## src/rtl/keypad_pkg.sv

```systemverilog
// Shared types and constants for the 4x4 hex keypad scanner.
package keypad_pkg;

  typedef enum logic [1:0] {IDLE, PRESS_DB, HELD, RELEASE_DB} state_t;

  typedef enum logic [1:0] {NONE, SINGLE, MULTI} scan_kind_t;

  // Key codes indexed by {row, col}; entry 0 (row 0, col 0) is the LSB nibble.
  localparam logic [15:0][3:0] KEY_MAP = {
    4'hD, 4'hF, 4'h0, 4'hE,
    4'hC, 4'h9, 4'h8, 4'h7,
    4'hB, 4'h6, 4'h5, 4'h4,
    4'hA, 4'h3, 4'h2, 4'h1
  };

endpackage

```

## src/rtl/keypad_col_scan.sv

```systemverilog
// Column drive, row synchronizer and per-scan accumulation of pressed keys.
module keypad_col_scan
  import keypad_pkg::*;
#(
  parameter int unsigned SCAN_DIV = 1000
) (
  input  logic       clk,
  input  logic       rst,
  input  logic [3:0] rows,
  output logic [3:0] cols,
  output logic       scan_done,
  output scan_kind_t scan_kind,
  output logic [3:0] scan_code
);

  localparam int unsigned DW = $clog2(SCAN_DIV);
  localparam logic [DW-1:0] DWELL_LAST = DW'(SCAN_DIV - 1);

  logic [DW-1:0] dwell;
  logic [1:0]    col;
  logic [1:0]    col_next;
  logic [3:0]    rows_meta;
  logic [3:0]    rows_sync;
  logic [1:0]    acc_cnt;
  logic [3:0]    acc_code;

  logic [3:0]    hits;
  logic [2:0]    col_cnt;
  logic [1:0]    hit_row;
  logic [3:0]    col_code;
  logic [1:0]    tot_cnt;
  logic [3:0]    tot_code;

  // Merge this column's sample into the running scan result; count saturates at 2.
  always_comb begin
    hits     = ~rows_sync;
    col_cnt  = 3'(hits[0]) + 3'(hits[1]) + 3'(hits[2]) + 3'(hits[3]);
    hit_row  = 2'd0;
    for (int r = 3; r >= 0; r--) begin
      if (hits[r]) hit_row = 2'(r);
    end
    col_code = KEY_MAP[{hit_row, col}];
    if (3'(acc_cnt) + col_cnt >= 3'd2) tot_cnt = 2'd2;
    else                               tot_cnt = acc_cnt + 2'(col_cnt);
    tot_code = (acc_cnt != 2'd0) ? acc_code : col_code;
    col_next = col + 2'd1;
  end

  always_ff @(posedge clk or posedge rst) begin
    if (rst) begin
      dwell     <= '0;
      col       <= 2'd0;
      cols      <= 4'b1110;
      rows_meta <= 4'hF;
      rows_sync <= 4'hF;
      acc_cnt   <= 2'd0;
      acc_code  <= 4'h0;
      scan_done <= 1'b0;
      scan_kind <= NONE;
      scan_code <= 4'h0;
    end else begin
      rows_meta <= rows;
      rows_sync <= rows_meta;
      scan_done <= 1'b0;
      if (dwell == DWELL_LAST) begin
        dwell <= '0;
        col   <= col_next;
        cols  <= ~(4'b0001 << col_next);
        if (col == 2'd3) begin
          scan_done <= 1'b1;
          scan_kind <= (tot_cnt == 2'd0) ? NONE : (tot_cnt == 2'd1) ? SINGLE : MULTI;
          scan_code <= tot_code;
          acc_cnt   <= 2'd0;
          acc_code  <= 4'h0;
        end else begin
          acc_cnt   <= tot_cnt;
          acc_code  <= tot_code;
        end
      end else begin
        dwell <= dwell + 1'b1;
      end
    end
  end

endmodule

```

## src/rtl/keypad_scanner.sv

```systemverilog
// 4x4 hex keypad scanner: per-scan results debounced into key/strobe outputs.
module keypad_scanner
  import keypad_pkg::*;
#(
  parameter int unsigned SCAN_DIV = 1000,
  parameter int unsigned DEBOUNCE = 4
) (
  input  logic       clk,
  input  logic       rst,
  input  logic [3:0] rows,
  output logic [3:0] cols,
  output logic [3:0] key,
  output logic       key_valid,
  output logic       key_held,
  output logic       multi_err
);

  localparam int unsigned CW = $clog2(DEBOUNCE + 1);
  localparam logic [CW-1:0] DB_LAST = CW'(DEBOUNCE - 1);

  logic       scan_done;
  scan_kind_t scan_kind;
  logic [3:0] scan_code;

  state_t     state;
  logic [3:0] cand;
  logic [CW-1:0] cnt;
  logic [CW-1:0] rcnt;

  logic is_none;
  logic is_single;

  keypad_col_scan #(.SCAN_DIV(SCAN_DIV)) u_col_scan (
    .clk       (clk),
    .rst       (rst),
    .rows      (rows),
    .cols      (cols),
    .scan_done (scan_done),
    .scan_kind (scan_kind),
    .scan_code (scan_code)
  );

  always_comb begin
    is_none   = (scan_kind == NONE);
    is_single = (scan_kind == SINGLE);
  end

  // Debounce FSM: acts once per completed scan; strobes last exactly one cycle.
  always_ff @(posedge clk or posedge rst) begin
    if (rst) begin
      state     <= IDLE;
      cand      <= 4'h0;
      cnt       <= '0;
      rcnt      <= '0;
      key       <= 4'h0;
      key_valid <= 1'b0;
      key_held  <= 1'b0;
      multi_err <= 1'b0;
    end else begin
      key_valid <= 1'b0;
      multi_err <= 1'b0;
      if (scan_done) begin
        multi_err <= (scan_kind == MULTI);
        unique case (state)
          IDLE: begin
            if (is_single) begin
              if (DEBOUNCE == 1) begin
                state     <= HELD;
                key       <= scan_code;
                key_valid <= 1'b1;
                key_held  <= 1'b1;
              end else begin
                state <= PRESS_DB;
                cand  <= scan_code;
                cnt   <= CW'(1);
              end
            end
          end
          PRESS_DB: begin
            if (is_single && scan_code == cand) begin
              if (cnt == DB_LAST) begin
                state     <= HELD;
                key       <= cand;
                key_valid <= 1'b1;
                key_held  <= 1'b1;
              end else begin
                cnt <= cnt + 1'b1;
              end
            end else if (is_single) begin
              cand <= scan_code;
              cnt  <= CW'(1);
            end else begin
              state <= IDLE;
            end
          end
          HELD: begin
            if (!(is_single && scan_code == key)) begin
              if (is_none && DEBOUNCE == 1) begin
                state    <= IDLE;
                key_held <= 1'b0;
              end else begin
                state <= RELEASE_DB;
                rcnt  <= is_none ? CW'(1) : CW'(0);
              end
            end
          end
          RELEASE_DB: begin
            if (is_none) begin
              if (rcnt == DB_LAST) begin
                state    <= IDLE;
                key_held <= 1'b0;
              end else begin
                rcnt <= rcnt + 1'b1;
              end
            end else if (is_single && scan_code == key) begin
              state <= HELD;
            end else begin
              rcnt <= '0;
            end
          end
          default: state <= IDLE;
        endcase
      end
    end
  end

endmodule

```

## config.mk

```make
export PLATFORM = sky130hd
export DESIGN_NAME = keypad_scanner
export DESIGN_NICKNAME = d
export VERILOG_FILES = /design/src/rtl/keypad_pkg.sv /design/src/rtl/keypad_col_scan.sv /design/src/rtl/keypad_scanner.sv
export SDC_FILE = /design/constraint.sdc
export NUM_CORES = 1
export LEC_CHECK = 0
export ABC_AREA = 1
export BUFFER_PORTS_ARGS = -buffer_cell sky130_fd_sc_hd__clkbuf_2
export CAP_MARGIN = 20
export CORE_MARGIN = 2
export CORE_UTILIZATION = 39
export DETAILED_ROUTE_END_ITERATION = 6
export HOLD_SLACK_MARGIN = 0.12
export PLACE_DENSITY = 0.65
export SLEW_MARGIN = 10
export SYNTH_ARGS = -nofsm -noshare
export SYNTH_HDL_FRONTEND = slang
export SYNTH_SLANG_ARGS = --single-unit
```

## constraint.sdc

```tcl
create_clock -name clk -period 3.7 [get_ports clk]
set_input_delay 0 -clock clk [delete_from_list [all_inputs] [get_ports clk]]
set_output_delay 0 -clock clk [all_outputs]
set_load 0.01 [all_outputs]
```

Word level (Yosys, flattened, before mapping)

Memories as Yosys holds them, arrays and structs flattened.
Index checks and enable logic that the tools add are counted.

Flip-flop bits (word level): 56
ROM bits: 64
Bits of input ports: 6
Output and inout bits: 11
Word-level logic and storage cells: 121
Memories kept: 1

$add $sub $neg: 9
Order comparisons: 2
Eq/ne operators: 26
Shifts and indexed selects: 1
Muxes and demuxes: 46
Bitwise gates (word level): 2
Reduce and logical (&&, ||, !) cells: 16

Memory list:

| name             | words | width | read ports | clocked after memory_dff | write ports | line                  | text |
|---|---|---|---|---|---|---|---|
| (name not given) | 16    | 4     | 1          | 0                        | 0           | keypad_col_scan.sv:42 | `col_code = KEY_MAP[{hit_row, col}];` |

Operators with widths:

| kind                    | count |
|---|---|
| $mux W2                 | 16 |
| $mux W3                 | 7 |
| $ne A3 B3 Y1 const B    | 7 |
| $mux W4                 | 5 |
| $ne A2 B2 Y1 const B    | 7 |
| $mux W1                 | 12 |
| $pmux W3 S2             | 2 |
| $add A10 B1 Y10 const B | 1 |
| $eq A10 B10 Y1 const B  | 1 |
| $mux W10                | 1 |
| $eq A2 B2 Y1 const B    | 4 |
| $eq A4 B4 Y1            | 2 |
| $not A4 Y4              | 2 |
| $pmux W2 S4             | 1 |
| $pmux W4 S2             | 1 |
| $reduce_bool A2 Y1      | 4 |
| $reduce_and A7 Y1       | 1 |
| $add A3 B1 Y3           | 2 |
| $add A3 B1 Y3 const B   | 2 |
| $eq A2 B1 Y1 const B    | 3 |
| $eq A3 B2 Y1 const B    | 2 |
| $logic_not A2 Y1        | 3 |
| $reduce_and A3 Y1       | 2 |
| $reduce_and A6 Y1       | 1 |
| other kinds (12)        | 13 |

Logic depth before layout (Yosys ltp)

Gate-level depths: netlist of the first run.

Word-level depth: 10
Depth in mapped cells: 11
Gate-level depth less buffers: 11

Cells and area by module

A second synthesis of the first run with hierarchy kept.

Cell total of the unflattened synthesis: 369
Area, all modules: 3130.5 um2

Modules (own cells, without submodules):

| module          | times used | cells each | area each (um2) | seq. area each (um2) |
|---|---|---|---|---|
| keypad_col_scan | 1          | 189        | 1813.0          | 939.7 |
| keypad_scanner  | 1          | 180        | 1317.5          | 475.5 |

Least setup slack after synthesis of the first run

OpenSTA, ideal clock, no wires.

Path kind: reg2reg
Start point: reg u_col_scan.rows_sync[0]
End point: reg u_col_scan.scan_kind[0]
Library setup time: 73 ps
Arrival time: 2507 ps
Required time: 3627 ps
Path slack: 1120 ps
Cell stages (with the launch flop): 10
Path buffers: 0
Period minus slack after synthesis: 2580 ps
Cell sequence: dfstp_2 > inv_1 > ha_1 > fa_1 > ha_1 > fa_1 > xor2_1 > nor2_1 > a21oi_2 > a21oi_2

Cells in the longest elaborated chain, start to end: 10
Elaborated cells on any way between the ends: 12
Classes of those cells: add/sub (5); order compare (1); eq/ne (1); mux (3); bitwise (1); reduce/logical (1)

Ends and longest elaborated chain:

| item                           | line                  | text |
|---|---|---|
| from (decl)                    | keypad_col_scan.sv:23 | `logic [3:0] rows_sync;` |
| from (signal assigned)         | keypad_col_scan.sv:63 | `rows_sync <= rows_meta;` |
| $not A4 Y4 (*)                 | keypad_col_scan.sv:36 | `hits = ~rows_sync;` |
| $add A1 B1 Y2 (*)              | keypad_col_scan.sv:37 | `col_cnt = 3'(hits[0]) + 3'(hits[1]) + 3'(hits[2]) + 3'(hits[3]);` |
| $add A3 B1 Y3 (*) (2 in a row) | keypad_col_scan.sv:37 |  |
| $add A2 B3 Y3                  | keypad_col_scan.sv:43 | `if (3'(acc_cnt) + col_cnt >= 3'd2) tot_cnt = 2'd2;` |
| $ge A3 B2 Y1                   | keypad_col_scan.sv:43 |  |
| $mux W2 (*)                    | keypad_col_scan.sv:43 |  |
| $eq A2 B1 Y1                   | keypad_col_scan.sv:71 | `scan_kind <= (tot_cnt == 2'd0) ? NONE : (tot_cnt == 2'd1) ? SINGLE : MULTI;` |
| $mux W2                        | keypad_col_scan.sv:71 |  |
| $mux W2 (*)                    | keypad_col_scan.sv:71 |  |
| to (signal assigned)           | keypad_col_scan.sv:71 |  |
| to (decl)                      | keypad_col_scan.sv:12 | `output scan_kind_t scan_kind,` |

Mark *: on every way between the ends. The rest lies on a longest branch, timed or not.
A chain may end at the register's enable or synchronous reset.

Worst setup path in the final report of the first run

Ends and elaborated chain as after synthesis.

==> run metrics, run 1 <==
status finished, final reports clean; share of the yosys chip area belonging to registers 48.4%; Tmin final 2.72 ns; Slew Viols, Final 0; PostCTS Resize Cnt 0; synthesized flop and latch total 56; Reg area 1420 µm²; Top Ports 17; layout net count 398; wire per inst 10.5 µm; Final GP Congestion 0.863; CTS root buf clkbuf_8; CTS Buf Count 5; IO Port Bufs 16; most frequent cells in the layout nand2_1 (116), dfrtp_1 (45), inv_1 (38), nor2_1 (26), o21ai_0 (18); Syn Inst Count 348; Rel. slew slack 65.0%; deepest clock path buffer count 2; post-route setup slack 0.980 ns; Placement Setup Slack 0.970 ns; largest net degree at the start of global routing 44; layout cells sized above 1 17.0%; Crit Path Class flop to flop; GRT Util Overall 13.4%; Setup-failing EPs final 0; fillers 730; area of the multi-input gates 1320 µm²; vias per inst 4.54; vias after detailed routing 2157; hold crit path type input port to asynchronous set/reset pin; std cell rows 31; grt total ovfl 0; Arr. time, crit path 2.97 ns; Worst-Margin Slew 0.525 ns; later-pin clock latency in the skew report 0.31 ns; CTS tree done; DRT Wirelength 4.97 mm; DIE AREA 8210 µm²; cell area after synthesis 2930 µm²; syn_area_per_cell 8.41 µm²; Post-synth EDFFs 0; Critical Path, Cell by Cell inv_1 -> ha_1 -> fa_1 -> ha_1 -> fa_1 -> xor2_1 -> nor2_1 -> a21oi_2 -> a21oi_2; RSZ-0062 raised after global routing no; clk_skew 0.00686 ns; CORE AREA 7250 µm²; final hold vios 0; startpoint types flop; Post-CTS Setup Repair Bufs 0; CP Max Fanout 5; Die Y 90.6 µm; reg-to-reg setup timing slack 0.98 ns; worst reg2reg path startpoint u_col_scan.rows_sync[0]; Worst Reg-to-Reg Cells 9; global-route wire length before repair 9.16 mm; Max-cap violations 0; fraction of registers with async set/reset 100%; Reg clk slew, reported paths 0.10 ns; antenna cell count 0; DPL Wire Length 3.65 mm; Starting DRT DRC Count 63; initial antenna violation count 0; Worst VDD drop 0.000221 V; H-tree level count 2; Pre-antenna DRT Iters 4; period utilization 73.5%; largest stage delay on the critical path 0.57 ns; Leak Pwr 1.69 nW; CP max-delay cell dfstp_2; # clock sinks 56; pwr dens 311 nW/µm²; Layout Utilization 44.9%; area grow syn2layout 11.4%; vias in the first global route 2116; R2R Path End u_col_scan.scan_kind[0]; FMAX 0.368 GHz; syn nets 371; Cell variety after synth 34; Setup crit end kind flop; CP Data Required Time 3.95 ns; DRT antenna net count 0; Hold Slack 0.154 ns; Synth Flop Type dfrtp_1; Setup TNS 0 ns; Die X 90.6 µm; Ys Warns 0; most common cell after layout, fill and taps aside nand2_1; Initial Util 40.3%; Remaining DRCs 0
## worst max-delay path by stage
stage	startpoint	endpoint	slack, ns
final	u_col_scan.rows_sync[0]	u_col_scan.scan_kind[0]	0.98
after global routing	u_col_scan.rows_sync[0]	u_col_scan.scan_kind[0]	0.83
after CTS	u_col_scan.rows_sync[0]	u_col_scan.scan_kind[0]	0.95
after detailed placement	u_col_scan.rows_sync[0]	u_col_scan.acc_cnt[1]	0.97
after global placement	u_col_scan.rows_sync[0]	u_col_scan.scan_kind[0]	1.03
after floorplan	u_col_scan.rows_sync[0]	u_col_scan.scan_kind[0]	1.12
## worst max-delay path: cells and delay by family, from the launching register on
kind / cells / cell delay (ns)
compound gates: 2 / 0.20
simple gates: 1 / 0.25
flops: 1 / 0.57
xor+xnor: 1 / 0.15
buf+inv: 1 / 0.05
fa+ha+maj: 4 / 1.44
## through the flow
step	total power (W)	instances	instance area, µm²
after global placement	0.000674	462	3120
after floorplan	0.000663	348	2930
after detailed placement	0.000676	462	3120
after global routing	0.00106	475	3260
final	0.00101	475	3260
after CTS	0.00103	475	3260
## what timing repair did
item,CTS,global route
hold buffers,5,0
hold endpoints to repair,49,0
setup endpoints to repair,0,0
## registers in the layout (all words and copies together) (netlist names), 4 cells and up
name                  flops
u_col_scan.dwell         10
cand                      4
key                       4
u_col_scan.acc_code       4
u_col_scan.cols           4
u_col_scan.rows_meta      4
u_col_scan.rows_sync      4
u_col_scan.scan_code      4
## cells by family (layout without fill, tap and decap cells)
logic type                 Yosys count  count (layout)  share of synthesized area, %
and+or+nand+nor                    183             183                          28.2
DFF                                 56              56                          48.4
buffers and inverters               49              77                          6.67
AOI/OAI and AO/OA                   38              38                          7.44
adders and majority gates           17              17                          7.78
xor gates and xnor gates             5               5                          1.50
## metal layers
layer / up-vias / part of all wire (%) / global-route usage [%] / wire length [µm]
li1: 1143 / - / - / -
met1: 987 / 50 / 17.6 / 2510
met2: 21 / 46 / 22.8 / 2290
met3: 6 / 2.4 / 2.50 / 119
met4: 0 / 1.0 / 3.08 / 51
met5: - / 0 / 0 / 0
## cells in the mapped netlist, types with 3 or more instances
library cell / instances / area (µm²)
nand2_1: 116 / 435
dfrtp_1: 45 / 1130
inv_1: 39 / 146
nor2_1: 26 / 97.6
o21ai_0: 18 / 90.1
nand3_1: 17 / 85.1
ha_1: 15 / 188
dfstp_2: 11 / 289
inv_2: 8 / 30.0
a21oi_1: 6 / 30.0
o21ai_1: 5 / 25.0
nor2_2: 4 / 25.0
nor2_4: 4 / 45.0
nor3_1: 4 / 20.0
xor2_1: 4 / 35.0
nand2_2: 3 / 18.8
## area by class of cell
type / count / area share (%)
clock buffers: 8 / 2.76
inverters: 47 / 5.41
multi-input cells: 243 / 40.4
flip-flops and latches: 56 / 43.4
well taps: 99 / 3.80
repair buffers: 22 / 4.22
## power breakdown
part           total [W]  leakage (nW)  internal [W]  switching, W
clock           0.000348        0.0455      0.000153      0.000194
sequential      0.000622         0.730      0.000620    0.00000228
combinational  0.0000449         0.914     0.0000155     0.0000294
total            0.00101          1.69      0.000789      0.000226
No activity file was read; power rests on OpenSTA's default activity.
==> run 2, diff against run 1 <==
--- a/config.mk
+++ b/config.mk
@@ -12,7 +12,7 @@
 export CORE_UTILIZATION = 39
 export DETAILED_ROUTE_END_ITERATION = 6
 export HOLD_SLACK_MARGIN = 0.12
-export PLACE_DENSITY = 0.65
+export PLACE_DENSITY = 0.67
 export SLEW_MARGIN = 10
 export SYNTH_ARGS = -nofsm -noshare
 export SYNTH_HDL_FRONTEND = slang
==> constraint.sdc (replaced) <==
create_clock -name clk -period 2.3 [get_ports clk]
set_input_delay 0 -clock clk [delete_from_list [all_inputs] [get_ports clk]]
set_output_delay 0 -clock clk [all_outputs]
set_load 0.01 [all_outputs]
==> run 2 against run 1 <==
Effect of this change: the run now ends with negative setup slack left; worst setup slack lost 1.1 ns; non-clock buffer count grew 5; worst hold slack gained 0.066 ns; die area is the same; cell count grew 1.1%; critical path depth shrank 1; clock power grew 65%; register-to-register slack lost 1.1 ns; sequential power grew 61%; fmax grew 13%; global-route usage grew 0.65 points.
==> run metrics, run 2 (same netlist as run 1, synthesis figures left out) <==
status complete, but fails checks; failing checks negative setup slack; GRT Util Overall 14.0%; period utilization 105%; Reg clk slew, reported paths 0.10 ns; Starting DRT DRC Count 68; later-pin clock latency in the skew report 0.32 ns; Largest register FFs 10; # clock sinks 56; grt total ovfl 0; DPL Wire Length 3.84 mm; DRT Wirelength 5.27 mm; Setup crit end kind flop; clk_skew 0.0113 ns; R2R Path End u_col_scan.scan_kind[0]; std cell rows 31; fillers 706; Worst Path Buf+Inv 1; hold crit path type input port to asynchronous set/reset pin; Critical Path, Cell by Cell inv_2 -> ha_4 -> fa_2 -> ha_4 -> fa_2 -> nor2_4 -> a21oi_2 -> a21oi_2; largest stage delay on the critical path 0.60 ns; Top Family by Delay on Critical Path adder cells; Die Y 90.6 µm; Arr. time, crit path 2.66 ns; Worst-Margin Slew 0.464 ns; CORE AREA 7250 µm²; Rel. slew slack 69.0%; Setup-failing EPs final 4; Worst Reg-to-Reg Cells 8; CP max-delay cell fa_2; vias after detailed routing 2231; layout net count 403; global-route wire length before repair 9.58 mm; Tmin final 2.40 ns; area grow syn2layout 15.4%; Top Ports 17; final hold vios 0; CP Max Fanout 4; most frequent cells in the layout nand2_1 (116), dfrtp_1 (45), inv_1 (36), nor2_1 (25), o21ai_0 (18); most common cell after layout, fill and taps aside nand2_1; Post-CTS Setup Repair Bufs 0; register bank with the most flops u_col_scan.dwell; startpoint types flop; deepest clock path buffer count 2; Worst VDD drop 0.000370 V; vias in the first global route 2162; RSZ-0062 raised after global routing yes; reg-to-reg setup timing slack -0.10 ns; largest net degree at the start of global routing 48; Crit Path Class flop to flop; Placement Cell Area 3180 µm²; H-tree level count 2; pwr dens 497 nW/µm²; CTS tree done; Layout Utilization 46.5%; DRT antenna net count 0; Finished Cell Area 3370 µm²; Max-cap violations 0; Die X 90.6 µm; wire per inst 11.0 µm; Remaining DRCs 0; Pre-antenna DRT Iters 4; Initial Util 40.3%; layout cells sized above 1 21.0%; worst reg2reg path startpoint u_col_scan.rows_sync[1]; dpl cells 466; IO Port Bufs 16; CP Data Required Time 2.56 ns; Reg area 1420 µm²; DIE AREA 8210 µm²; area of the multi-input gates 1380 µm²; Slew Viols, Final 0; Hold Slack 0.220 ns; Placement Setup Slack -0.144 ns; post-route setup slack -0.104 ns; antenna cell count 0; Leak Pwr 1.71 nW; FMAX 0.416 GHz; initial antenna violation count 0; vias per inst 4.65; Final GP Congestion 0.870; CTS root buf clkbuf_8; CTS Buf Count 5; Non-Filler Instances 480
-- run 2: cell count changes in the layout (fill, tap and decap cells not counted), moves of 2 or more --
cell,previous run,this run
ha_1,15,12
fa_1,2,0
inv_1,38,36
buf_4,1,5
ha_4,0,3
fa_2,0,2
inv_2,9,11
-- run 2: worst min-delay path, cell delays in order --
cell and delay [ns]:
dlygate4sd3_1 0.53, clkbuf_2 0.11, inv_2 0.34
-- run 2: metal layers --
layer  GRT usage, %  up-vias  share of wire, %
li1               -     1148                 -
met2           22.8       31                46
met5              0        -                 0
met3           2.75       10               2.8
met1           18.9     1042                49
met4           4.23        0               1.6
-- run 2: worst max-delay path by stage --
| stage | start | end | slack, ns | cells past startpoint |
|---|---|---|---|---|
| finish | u_col_scan.rows_sync[1] | u_col_scan.scan_kind[0] | -0.10 | 8 |
| global route | u_col_scan.rows_sync[1] | u_col_scan.scan_kind[0] | -0.19 | 8 |
| CTS | u_col_scan.rows_sync[1] | u_col_scan.scan_kind[0] | -0.10 | 8 |
| detailed placement | u_col_scan.rows_sync[1] | u_col_scan.scan_kind[0] | -0.14 | 9 |
| global placement | u_col_scan.rows_sync[1] | u_col_scan.scan_kind[0] | -0.09 | 9 |
| floorplan | u_col_scan.rows_sync[0] | u_col_scan.scan_kind[0] | -0.08 | 9 |
-- run 2: through the flow --
step           setup TNS (ns)  power [W]
6_report               -0.297    0.00168
5_1_grt                -0.638    0.00174
4_1_cts                -0.314    0.00169
3_5_place_dp           -0.504    0.00110
3_3_place_gp           -0.299    0.00110
2_1_floorplan          -0.251    0.00108
-- run 2: cell type report --
class                           count  share of cell area, %
Inverter                           47                   5.23
Sequential cell                    56                   41.9
Tap cell                           99                   3.67
Clock inverter                      1                  0.222
Multi-Input combinational cell    243                   40.8
Clock buffer                        7                   2.56
Timing Repair Buffer               27                   5.56
-- run 2: power by group --
group / total [W] / switching [W] / internal (W) / leakage [nW]
clock: 0.000574 / 0.000328 / 0.000246 / 0.0445
sequential: 0.00100 / 0.00000307 / 0.000997 / 0.730
combinational: 0.000103 / 0.0000580 / 0.0000449 / 0.939
total: 0.00168 / 0.000389 / 0.00129 / 1.71
-- run 2: what timing repair did --
action,in CTS,in global routing
hold buffers,5,0
resized for setup,4,2
pin swaps,8,1
endpoints found under the hold margin,49,0
setup endpoints to repair,4,4
